===== src/rtl/rs232_tx_arb_pkg.sv =====
// Shared types and constants for the rs232 TX arbiter slice.
package rs232_pkg;

    localparam int unsigned BYTE_W = 8;

    typedef enum logic [1:0] {
        IDLE  = 2'd0,
        GRANT = 2'd1,
        GAP   = 2'd2
    } state_t;

    // Bits needed to index v items; never less than 1.
    function automatic int unsigned clog2(input int unsigned v);
        int unsigned r;
        r = 1;
        for (int unsigned i = 1; i < 32; i++) begin
            if ((64'd1 << i) < 64'(v)) r = i + 1;
        end
        return r;
    endfunction

endpackage


===== src/rtl/rs232_rr_pick.sv =====
// Rotating-priority encoder: first requester found scanning from i_rr_ptr upward, modulo NREQ.
module rs232_rr_pick
    import rs232_pkg::*;
#(
    parameter int unsigned NREQ = 4,
    parameter int unsigned IDW  = 2
) (
    input  logic [NREQ-1:0] i_req,
    input  logic [IDW-1:0]  i_rr_ptr,
    output logic            o_valid,
    output logic [IDW-1:0]  o_idx
);

    localparam int unsigned CW = IDW + 1;

    logic [CW-1:0] w_cand;

    always_comb begin
        o_valid = 1'b0;
        o_idx   = '0;
        w_cand  = '0;
        for (int unsigned k = 0; k < NREQ; k++) begin
            // rr_ptr and k are both below NREQ, so one subtraction wraps the sum
            w_cand = {1'b0, i_rr_ptr} + CW'(k);
            if (w_cand >= CW'(NREQ)) w_cand = w_cand - CW'(NREQ);
            if (!o_valid && i_req[w_cand[IDW-1:0]]) begin
                o_valid = 1'b1;
                o_idx   = w_cand[IDW-1:0];
            end
        end
    end

endmodule


===== src/rtl/rs232_tx_arb.sv =====
// Round-robin arbiter sharing one rs232_ser byte serializer between NREQ sources,
// with an optional inter-frame gap and an ack timeout.
module rs232_tx_arb
    import rs232_pkg::*;
#(
    parameter int unsigned NREQ        = 4,
    parameter int unsigned GAP_CYCLES  = 0,
    parameter int unsigned TIMEOUT_CYC = 2**20
) (
    input  logic                     clk,
    input  logic                     rst,
    input  logic [NREQ-1:0]          req,
    input  logic [BYTE_W*NREQ-1:0]   req_data,
    output logic [NREQ-1:0]          req_ack,
    output logic [BYTE_W-1:0]        ser_tx_data,
    output logic                     ser_tx_req,
    input  logic                     ser_tx_ack,
    output logic [clog2(NREQ)-1:0]   grant_id,
    output logic                     busy,
    output logic                     timeout_err
);

    localparam int unsigned IDW     = clog2(NREQ);
    localparam int unsigned CNT_MAX = (GAP_CYCLES > TIMEOUT_CYC) ? GAP_CYCLES : TIMEOUT_CYC;
    localparam int unsigned CNT_W   = clog2(CNT_MAX + 1);
    localparam int unsigned TO_LAST = (TIMEOUT_CYC == 0) ? 0 : TIMEOUT_CYC - 1;

    state_t             r_state, w_state_nxt;
    logic [IDW-1:0]     r_rr_ptr, w_rr_nxt;
    logic [CNT_W-1:0]   r_cnt, w_cnt_nxt;
    logic [IDW-1:0]     r_grant, w_grant_nxt;
    logic [BYTE_W-1:0]  r_data, w_data_nxt;
    logic               r_tx_req, w_tx_req_nxt;
    logic [NREQ-1:0]    r_ack, w_ack_nxt;
    logic               r_tout, w_tout_nxt;

    logic               w_pick_valid;
    logic [IDW-1:0]     w_pick_idx;
    logic [IDW-1:0]     w_ptr_inc;

    rs232_rr_pick #(
        .NREQ (NREQ),
        .IDW  (IDW)
    ) u_pick (
        .i_req    (req),
        .i_rr_ptr (r_rr_ptr),
        .o_valid  (w_pick_valid),
        .o_idx    (w_pick_idx)
    );

    assign w_ptr_inc = (r_grant == IDW'(NREQ - 1)) ? '0 : r_grant + 1'b1;

    always_ff @(posedge clk or posedge rst) begin
        if (rst) begin
            r_state  <= IDLE;
            r_rr_ptr <= '0;
            r_cnt    <= '0;
            r_grant  <= '0;
            r_data   <= '0;
            r_tx_req <= 1'b0;
            r_ack    <= '0;
            r_tout   <= 1'b0;
        end else begin
            r_state  <= w_state_nxt;
            r_rr_ptr <= w_rr_nxt;
            r_cnt    <= w_cnt_nxt;
            r_grant  <= w_grant_nxt;
            r_data   <= w_data_nxt;
            r_tx_req <= w_tx_req_nxt;
            r_ack    <= w_ack_nxt;
            r_tout   <= w_tout_nxt;
        end
    end

    // One counter serves both the GRANT timeout and the GAP length; the states never overlap.
    always_comb begin
        w_state_nxt  = r_state;
        w_rr_nxt     = r_rr_ptr;
        w_cnt_nxt    = r_cnt;
        w_grant_nxt  = r_grant;
        w_data_nxt   = r_data;
        w_tx_req_nxt = r_tx_req;
        w_ack_nxt    = '0;
        w_tout_nxt   = 1'b0;
        case (r_state)
            IDLE: begin
                if (w_pick_valid) begin
                    w_grant_nxt  = w_pick_idx;
                    w_data_nxt   = req_data[BYTE_W*int'(w_pick_idx) +: BYTE_W];
                    w_tx_req_nxt = 1'b1;
                    w_cnt_nxt    = '0;
                    w_state_nxt  = GRANT;
                end
            end
            GRANT: begin
                if (ser_tx_ack) begin
                    w_tx_req_nxt       = 1'b0;
                    w_ack_nxt[r_grant] = 1'b1;
                    w_rr_nxt           = w_ptr_inc;
                    w_cnt_nxt          = '0;
                    w_state_nxt        = GAP;
                end else if ((TIMEOUT_CYC != 0) && (r_cnt == CNT_W'(TO_LAST))) begin
                    w_tx_req_nxt = 1'b0;
                    w_tout_nxt   = 1'b1;
                    w_rr_nxt     = w_ptr_inc;
                    w_cnt_nxt    = '0;
                    w_state_nxt  = GAP;
                end else if (r_cnt != '1) begin
                    w_cnt_nxt = r_cnt + 1'b1;
                end
            end
            GAP: begin
                if (r_cnt == CNT_W'(GAP_CYCLES)) begin
                    w_cnt_nxt   = '0;
                    w_state_nxt = IDLE;
                end else begin
                    w_cnt_nxt = r_cnt + 1'b1;
                end
            end
            default: w_state_nxt = IDLE;
        endcase
    end

    assign req_ack     = r_ack;
    assign ser_tx_data = r_data;
    assign ser_tx_req  = r_tx_req;
    assign grant_id    = r_grant;
    assign busy        = (r_state != IDLE);
    assign timeout_err = r_tout;

endmodule


===== config.mk =====
export PLATFORM = sky130hd
export DESIGN_NAME = rs232_tx_arb
export DESIGN_NICKNAME = d
export VERILOG_FILES = /design/src/rtl/rs232_tx_arb_pkg.sv /design/src/rtl/rs232_rr_pick.sv /design/src/rtl/rs232_tx_arb.sv
export SDC_FILE = /design/constraint.sdc
export NUM_CORES = 1
export LEC_CHECK = 0
export CORE_ASPECT_RATIO = 0.8
export CORE_UTILIZATION = 45
export DETAILED_ROUTE_END_ITERATION = 10
export PLACE_DENSITY = 0.73
export SLEW_MARGIN = 20
export SYNTH_ARGS = -nofsm -noshare
export SYNTH_HDL_FRONTEND = slang
export SYNTH_HIERARCHICAL = 1
export SYNTH_SLANG_ARGS = --single-unit
export TNS_END_PERCENT = 50

===== constraint.sdc =====
create_clock -name clk -period 2.2 [get_ports clk]
set_input_delay 0.33 -clock clk [delete_from_list [all_inputs] [get_ports clk]]
set_output_delay 0.33 -clock clk [all_outputs]
set_load 0.01 [all_outputs]

==> metrics.md, run 1 <==
| Metric | Value |
|---|---|
| Run status | `finished, violations left` |
| Failing checks | `DRC` |
| Final setup fails | `0` |
| Drt pass-1 iters | `7` |
| Top sig layer | `met4` |
| Skew-Pair Late Insertion Delay | `0.29 ns` |
| H-tree levels | `2` |
| Worst Hold Slack | `0.458 ns` |
| Clock root cell | `clkbuf_8` |
| Reg clk slew, reported paths | `0.08 ns` |
| Final worst path period need | `2.16 ns` |
| WL met3 | `316 um` |
| Vias in the first global route | `2135` |
| Max rail drop VDD | `0.000465 V` |
| Yosys top cell by area | `dfrtp_1` |
| Total length of routed met2 wires | `2.97 mm` |
| Gpl congestion | `0.848` |
| Relative slew slack | `62.5%` |
| Clock Skew | `0.00841 ns` |
| Switching Share | `34.6%` |
| GRT overflow | `0` |
| Routed len/inst | `16.0 um` |
| Number of port buffers | `55` |
| Async S/R FF share, synth | `100%` |
| Hpwl dp | `4.56 mm` |
| Drt drc | `2` |
| Layout area overhead | `40.9%` |
| Critical R2R Capture | `r_cnt[12]$_DFFE_PP0P_` |
| Clock sink count | `41` |
| Crit-path max FO | `4` |
| WS Path Type | `in2reg` |
| Post-Route WL | `6.30 mm` |
| Most frequent cell after synthesis | `dfrtp_1` |
| TritonCTS Buffers | `5` |
| All-Layer GR Usage | `23.1%` |
| CP arrival | `2.34 ns` |
| Psw | `1130 uW` |
| Share of layout cells above drive strength 1 | `25.0%` |
| Via Count | `2212` |
| CP endpoint kind | `flop` |
| CTS tree | `yes` |
| Cells after Synth | `238` |
| Core Footprint | `0.00515 sq mm` |
| Synth top area share | `41.6%` |
| Synth cell types | `46` |
| Final setup margin | `0.0365 ns` |
| DP Cell Count | `384` |
| Netlist Area Pre-Place | `0.00246 sq mm` |
| Sequential area share after synthesis | `41.6%` |
| Fin. max-slew vios | `0` |
| Critical Path RT | `2.38 ns` |
| Leak Pwr | `0.00158 uW` |
| Top post-synthesis cells by area | `dfrtp_1 (42%), mux4_2 (7.3%), mux2_2 (5.9%), ha_1 (5.1%), a22o_1 (3.6%)` |
| Achievable frequency | `462 MHz` |
| Power Density | `939 mW/mm^2` |
| Die Y | `68.2 um` |
| Seq cells post-synth | `41` |
| Commonest cells in the synthesized netlist | `dfrtp_1 (41), nand2_1 (18), inv_1 (17), nor2_1 (16), nand3_1 (14)` |
| Clk buf depth | `2` |
| Post-Syn Nets | `287` |
| Starting Density | `47.8%` |
| First-pass GRT wire length | `10.2 mm` |
| Ys Warns | `6` |
| Fillers | `405` |
| Antenna diode count | `0` |
| Post-synth EDFFs | `0` |
| Die X | `84.7 um` |
| Synthesized area per cell | `10.4 sq um` |
| Dominant synthesized flop cell | `dfrtp_1` |
| Post-route ant nets | `0` |
| Pin count of the biggest net entering global routing | `42` |
| Hold crit path type | `in2async` |
| RSZ-0062 raised after global routing | `yes` |
| Reg2Reg Depth | `8` |
| Die ar. | `0.00578 sq mm` |
| Metal-1 WL | `2.97 mm` |
| Comb pwr share | `53.1%` |
| Clock group share of total power | `14.8%` |
| Setup WS pre-CTS | `-0.304 ns` |
| Initial antenna violation count | `0` |
| DR vias/cell | `5.61` |
| Nets | `380` |
| Max-cap violations | `0` |
| Row cnt | `23` |
| Final hold vios | `0` |
| Io pins | `56` |
| Fin cells | `394` |
| Worst-Margin Slew | `0.562 ns` |
| Crit start category | `input port` |
| Initial drt markers | `125` |
| FF-to-FF Start | `r_cnt[1]$_DFFE_PP0P_` |
| Final worst path period share | `98.3%` |
| Internal reg-to-reg setup slack | `0.11 ns` |
| Pint | `2130 uW` |
| Seq pwr share | `32.1%` |
## routing by layer
layer / GRT usage, % / vias up
li1: - / 1063
met1: 30.5 / 1077
met2: 38.9 / 66
met3: 5.07 / 6
met4: 6.78 / 0
met5: 0 / -
## power groups by stage
stage | Sequential [uW] | Clock, uW | Combinational, uW
final | 1050 | 482 | 1730
after global routing | 1070 | 520 | 1870
after CTS | 1040 | 491 | 1690
after detailed placement | 1060 | 0 | 1660
after global placement | 1050 | 0 | 1620
after floorplan | 1090 | 0 | 888
## worst max-delay path: stages
cell and delay, ns:
clkdlybuf4s50_1 0.45, a221o_1 0.39, a21oi_2 0.22, buf_6 0.16, mux4_2 0.51, mux2_2 0.28
## through the flow
stage	power [uW]	TNS [ns]	util, %	cell area [sq um]
6_report	3260	0	67.4	3470
5_1_grt	3460	-0.0153	67.4	3470
4_1_cts	3230	0	66.3	3420
3_5_place_dp	2720	-2.99	64.5	3320
3_3_place_gp	2670	-2.61	64.5	3320
2_1_floorplan	1980	0	-	2460
## area by class of cell
type,count,area [sq um],share of cell area [%]
repair buffers,93,862,24.8
well taps,62,77.6,2.24
multi-input cells,172,1360,39.0
inverters,18,67.6,1.95
clock buffers,6,72.6,2.09
clock inverters,2,10.0,0.288
flip-flops and latches,41,1030,29.6
## cells in the final DEF (no fill, tap or decap), types with 6 or more instances in the layout
cell type / netlist / layout
o21ai_0: 11 / 11
nand3_1: 14 / 13
buf_4: 1 / 34
a21o_1: 6 / 6
a21oi_1: 10 / 9
nand2_1: 18 / 18
clkdlybuf4s50_1: 0 / 54
and3_1: 8 / 7
a22o_1: 10 / 10
dfrtp_1: 41 / 41
inv_1: 17 / 17
ha_1: 10 / 9
mux4_2: 8 / 8
mux2_2: 13 / 13
nor2_1: 16 / 16
## worst max-delay path by stage
stage                                             to                  from  depth (start not counted)
after floorplan                r_cnt[10]$_DFFE_PP0P_  r_cnt[0]$_DFFE_PP0P_                          8
after global placement    ser_tx_data[7]$_DFFE_PP0P_                req[1]                          7
after detailed placement  ser_tx_data[4]$_DFFE_PP0P_                req[1]                          7
after CTS                 ser_tx_data[4]$_DFFE_PP0P_                req[1]                          7
after global routing           r_cnt[12]$_DFFE_PP0P_  r_cnt[1]$_DFFE_PP0P_                          8
final                     ser_tx_data[0]$_DFFE_PP0P_                req[2]                          6
## cell families (layout without fill, tap and decap cells)
kind of cell,Yosys count,after routing,synth area share (%)
and+or+nand+nor,85,85,18.8
AOI/OAI and AO/OA,56,56,16.3
DFF,41,41,41.6
buffers and inverters,25,119,4.88
muxes,21,21,13.3
adders and majority gates,10,10,5.08
## registers in the layout (all words and copies together), names as in the netlist
register,cells
grant_id,2
req_ack,4
ser_tx_req,1
ser_tx_data,8
r_cnt,21
timeout_err,1
r_state,2
r_rr_ptr,2
## repair_timing
item	CTS	global route
hold buffers	0	0
cloned	0	1
pin swaps	1	5
buffers inserted	0	1
resized for setup	2	12
setup endpoints to repair	12	20
Note: power is estimated with default switching activity, not from simulation.
==> inputs of run 2 (changes only) <==
--- a/config.mk
+++ b/config.mk
@@ -8,6 +8,7 @@
 export CORE_ASPECT_RATIO = 0.8
 export CORE_UTILIZATION = 45
 export DETAILED_ROUTE_END_ITERATION = 10
+export GPL_TIMING_DRIVEN = 0
 export PLACE_DENSITY = 0.73
 export SLEW_MARGIN = 20
 export SYNTH_ARGS = -nofsm -noshare
==> metrics.md, run 2 (same netlist as run 1, synthesis figures left out) <==
| Metric | Value |
|---|---|
| CP arrival | `2.39 ns (+0.05 ns)` |
| WS Path Type | `in2reg` |
| Clock sink count | `41 (unchanged)` |
| H-tree levels | `2 (unchanged)` |
| Routed len/inst | `16.1 um (+0.84%)` |
| Largest stage delay on the critical path | `0.67 ns (+0.16 ns)` |
| Antenna diode count | `0 (unchanged)` |
| Achievable frequency | `462 MHz (about the same)` |
| All-Layer GR Usage | `22.2% (-0.87 points)` |
| Reg clk slew, reported paths | `0.08 ns (about the same)` |
| FF-to-FF Start | `r_cnt[1]$_DFFE_PP0P_` |
| Switching Share | `35.0% (+0.36 points)` |
| DP Cell Count | `356 (-7.3%)` |
| TritonCTS Buffers | `5 (unchanged)` |
| Post-Route WL | `6.00 mm (-4.8%)` |
| Post-route ant nets | `0 (unchanged)` |
| Pin count of the biggest net entering global routing | `33 (-21%)` |
| Commonest non-fill, non-tap cell in the layout | `clkdlybuf4s50_1` |
| Vias in the first global route | `2094 (-1.9%)` |
| Layout area overhead | `38.3%` |
| Crit-path slowest cell | `or4_2` |
| Fin area | `0.00341 sq mm (-1.8%)` |
| Worst-Margin Slew | `0.575 ns (+0.0138 ns)` |
| Initial antenna violation count | `0 (unchanged)` |
| Most flops, register | `r_cnt` |
| Max FFs per register | `21 (unchanged)` |
| Drt pass-1 iters | `7 (unchanged)` |
| Register area | `0.00103 sq mm (+0.73%)` |
| Seq pwr share | `32.1% (about the same)` |
| Pint | `2120 uW (-0.40%)` |
| Final worst path period need | `2.16 ns (-0.000411 ns)` |
| Worst Hold Slack | `0.272 ns (-0.186 ns)` |
| Final hold vios | `0 (unchanged)` |
| Number of port buffers | `55 (unchanged)` |
| Die Y | `68.2 um (unchanged)` |
| Hold crit path type | `in2async` |
| Critical Path, Cell by Cell | `clkdlybuf4s50_1, nor2_1, nand3_1, nand2b_4, and2b_2, o21ai_4, buf_4, or4_2, o21ai_2` |
| Die ar. | `0.00578 sq mm (unchanged)` |
| Psw | `1140 uW (+1.2%)` |
| Critical Path Start | `req[3]` |
| Fin cells | `372 (-5.6%)` |
| Run status | `finished, violations left` |
| Clock Skew | `0.00878 ns (+0.000364 ns)` |
| CP endpoint kind | `flop` |
| Clock group share of total power | `16.9% (+2.1 points)` |
| Power Density | `958 mW/mm^2 (+2.0%)` |
| Via Count | `2115 (-4.4%)` |
| GRT overflow | `0 (unchanged)` |
| Die X | `84.7 um (unchanged)` |
| Hpwl dp | `4.19 mm (-8.2%)` |
| Drt drc | `2 (unchanged)` |
| Share of layout cells above drive strength 1 | `24.8% (-0.16 points)` |
| Relative slew slack | `61.6% (-0.88 points)` |
| Crit start category | `input port` |
| Io pins | `56 (unchanged)` |
| Final Util | `66.2% (-1.2 points)` |
| CP Buf/Inv Count | `2 (unchanged)` |
| Leak Pwr | `0.00151 uW (-4.2%)` |
| Nets | `358 (-5.8%)` |
| Final setup fails | `0 (unchanged)` |
| Clk buf depth | `2 (unchanged)` |
| Starting Density | `47.8% (unchanged)` |
| CTS tree | `yes` |
| Skew-Pair Late Insertion Delay | `0.30 ns (about the same)` |
| Max rail drop VDD | `0.000528 V (+14%)` |
| DR vias/cell | `5.69 (+1.3%)` |
| Area after DPL | `0.00311 sq mm (-6.3%)` |
| Total Power | `3260 uW (+0.14%)` |
| Fillers | `405 (unchanged)` |
| Initial drt markers | `98 (-22%)` |
| Commonest non-fill, non-tap cells in the layout | `clkdlybuf4s50_1 (52), dfrtp_1 (35), nand2_1 (17)` |
| Crit-path max FO | `4 (unchanged)` |
| Multi-input logic area | `0.00143 sq mm (+5.3%)` |
| Gpl congestion | `0.848 (about the same)` |
| Core Footprint | `0.00515 sq mm (unchanged)` |
| First-pass GRT wire length | `9.74 mm (-4.7%)` |
| RSZ-0062 raised after global routing | `yes` |
| Critical Path RT | `2.43 ns (+0.05 ns)` |
| Row cnt | `23 (unchanged)` |
| CP top delay family | `simple AND/OR/NAND/NOR gates` |
| Final worst path period share | `98.3% (about the same)` |
| Max-cap violations | `0 (unchanged)` |
| Fin. max-slew vios | `0 (unchanged)` |
| Comb pwr share | `51.0% (-2.1 points)` |
| Clock root cell | `clkbuf_8` |
| Failing checks | `DRC` |
==> run 2: changes by cell type in the layout (fill, tap and decap cells not counted), moves of 3 or more <==
| cell | change |
|---|---|
| buf_4 | -26 |
| dfrtp_1 | -6 |
| dfrtp_2 | +6 |
| clkbuf_8 | +3 |
| o21a_1 | -3 |
==> run 2: final timing paths <==
check	end	slack [ns]	cells after the start
worst max-delay path	r_cnt[15]$_DFFE_PP0P_	0.04	9
worst min-delay path	ser_tx_data[2]$_DFFE_PP0P_	0.27	2
worst max register to register	r_rr_ptr[0]$_DFFE_PP0P_	0.06	6
worst min register to register	ser_tx_req$_DFFE_PP0P_	0.50	1
max in group asynchronous	r_cnt[5]$_DFFE_PP0P_	1.47	3
min in group clk	ser_tx_req$_DFFE_PP0P_	0.50	1
==> run 2: per-layer routing <==
metal	vias up	routed length, um	track usage (%)
li1	1020	-	-
met1	1021	2780	28.5
met2	62	2810	37.4
met3	12	307	4.58
met4	0	97	9.32
met5	-	0	0
==> run 2: metrics by stage <==
step | worst slack [ns] | TNS (ns)
floorplan | 0.0652 | 0
global placement | -0.479 | -10.18
detailed placement | -0.475 | -9.98
CTS | 0.0162 | 0
global route | -0.0230 | -0.0996
finish | 0.0370 | 0
==> run 2: final cells by class <==
type / count / area share [%]
Sequential cell: 41 / 30.3
Inverter: 18 / 1.98
Multi-Input combinational cell: 172 / 41.9
Clock buffer: 7 / 2.83
Buffer: 7 / 1.98
Timing Repair Buffer: 64 / 18.6
Clock inverter: 1 / 0.147
Tap cell: 62 / 2.28
==> run 2: what timing repair did <==
action,in CTS,in global routing
pin swaps,2,6
setup endpoints to repair,33,28
resized for setup,11,26
buffers inserted,6,2
hold buffers,0,0
==> run 2: power by group through the flow <==
| stage | clock network [uW] | logic (uW) | registers (uW) |
|---|---|---|---|
| global placement | 0 | 1450 | 1050 |
| global route | 603 | 1800 | 1070 |
| floorplan | 0 | 888 | 1090 |
| detailed placement | 0 | 1480 | 1050 |
| CTS | 570 | 1590 | 1040 |
| finish | 552 | 1660 | 1050 |
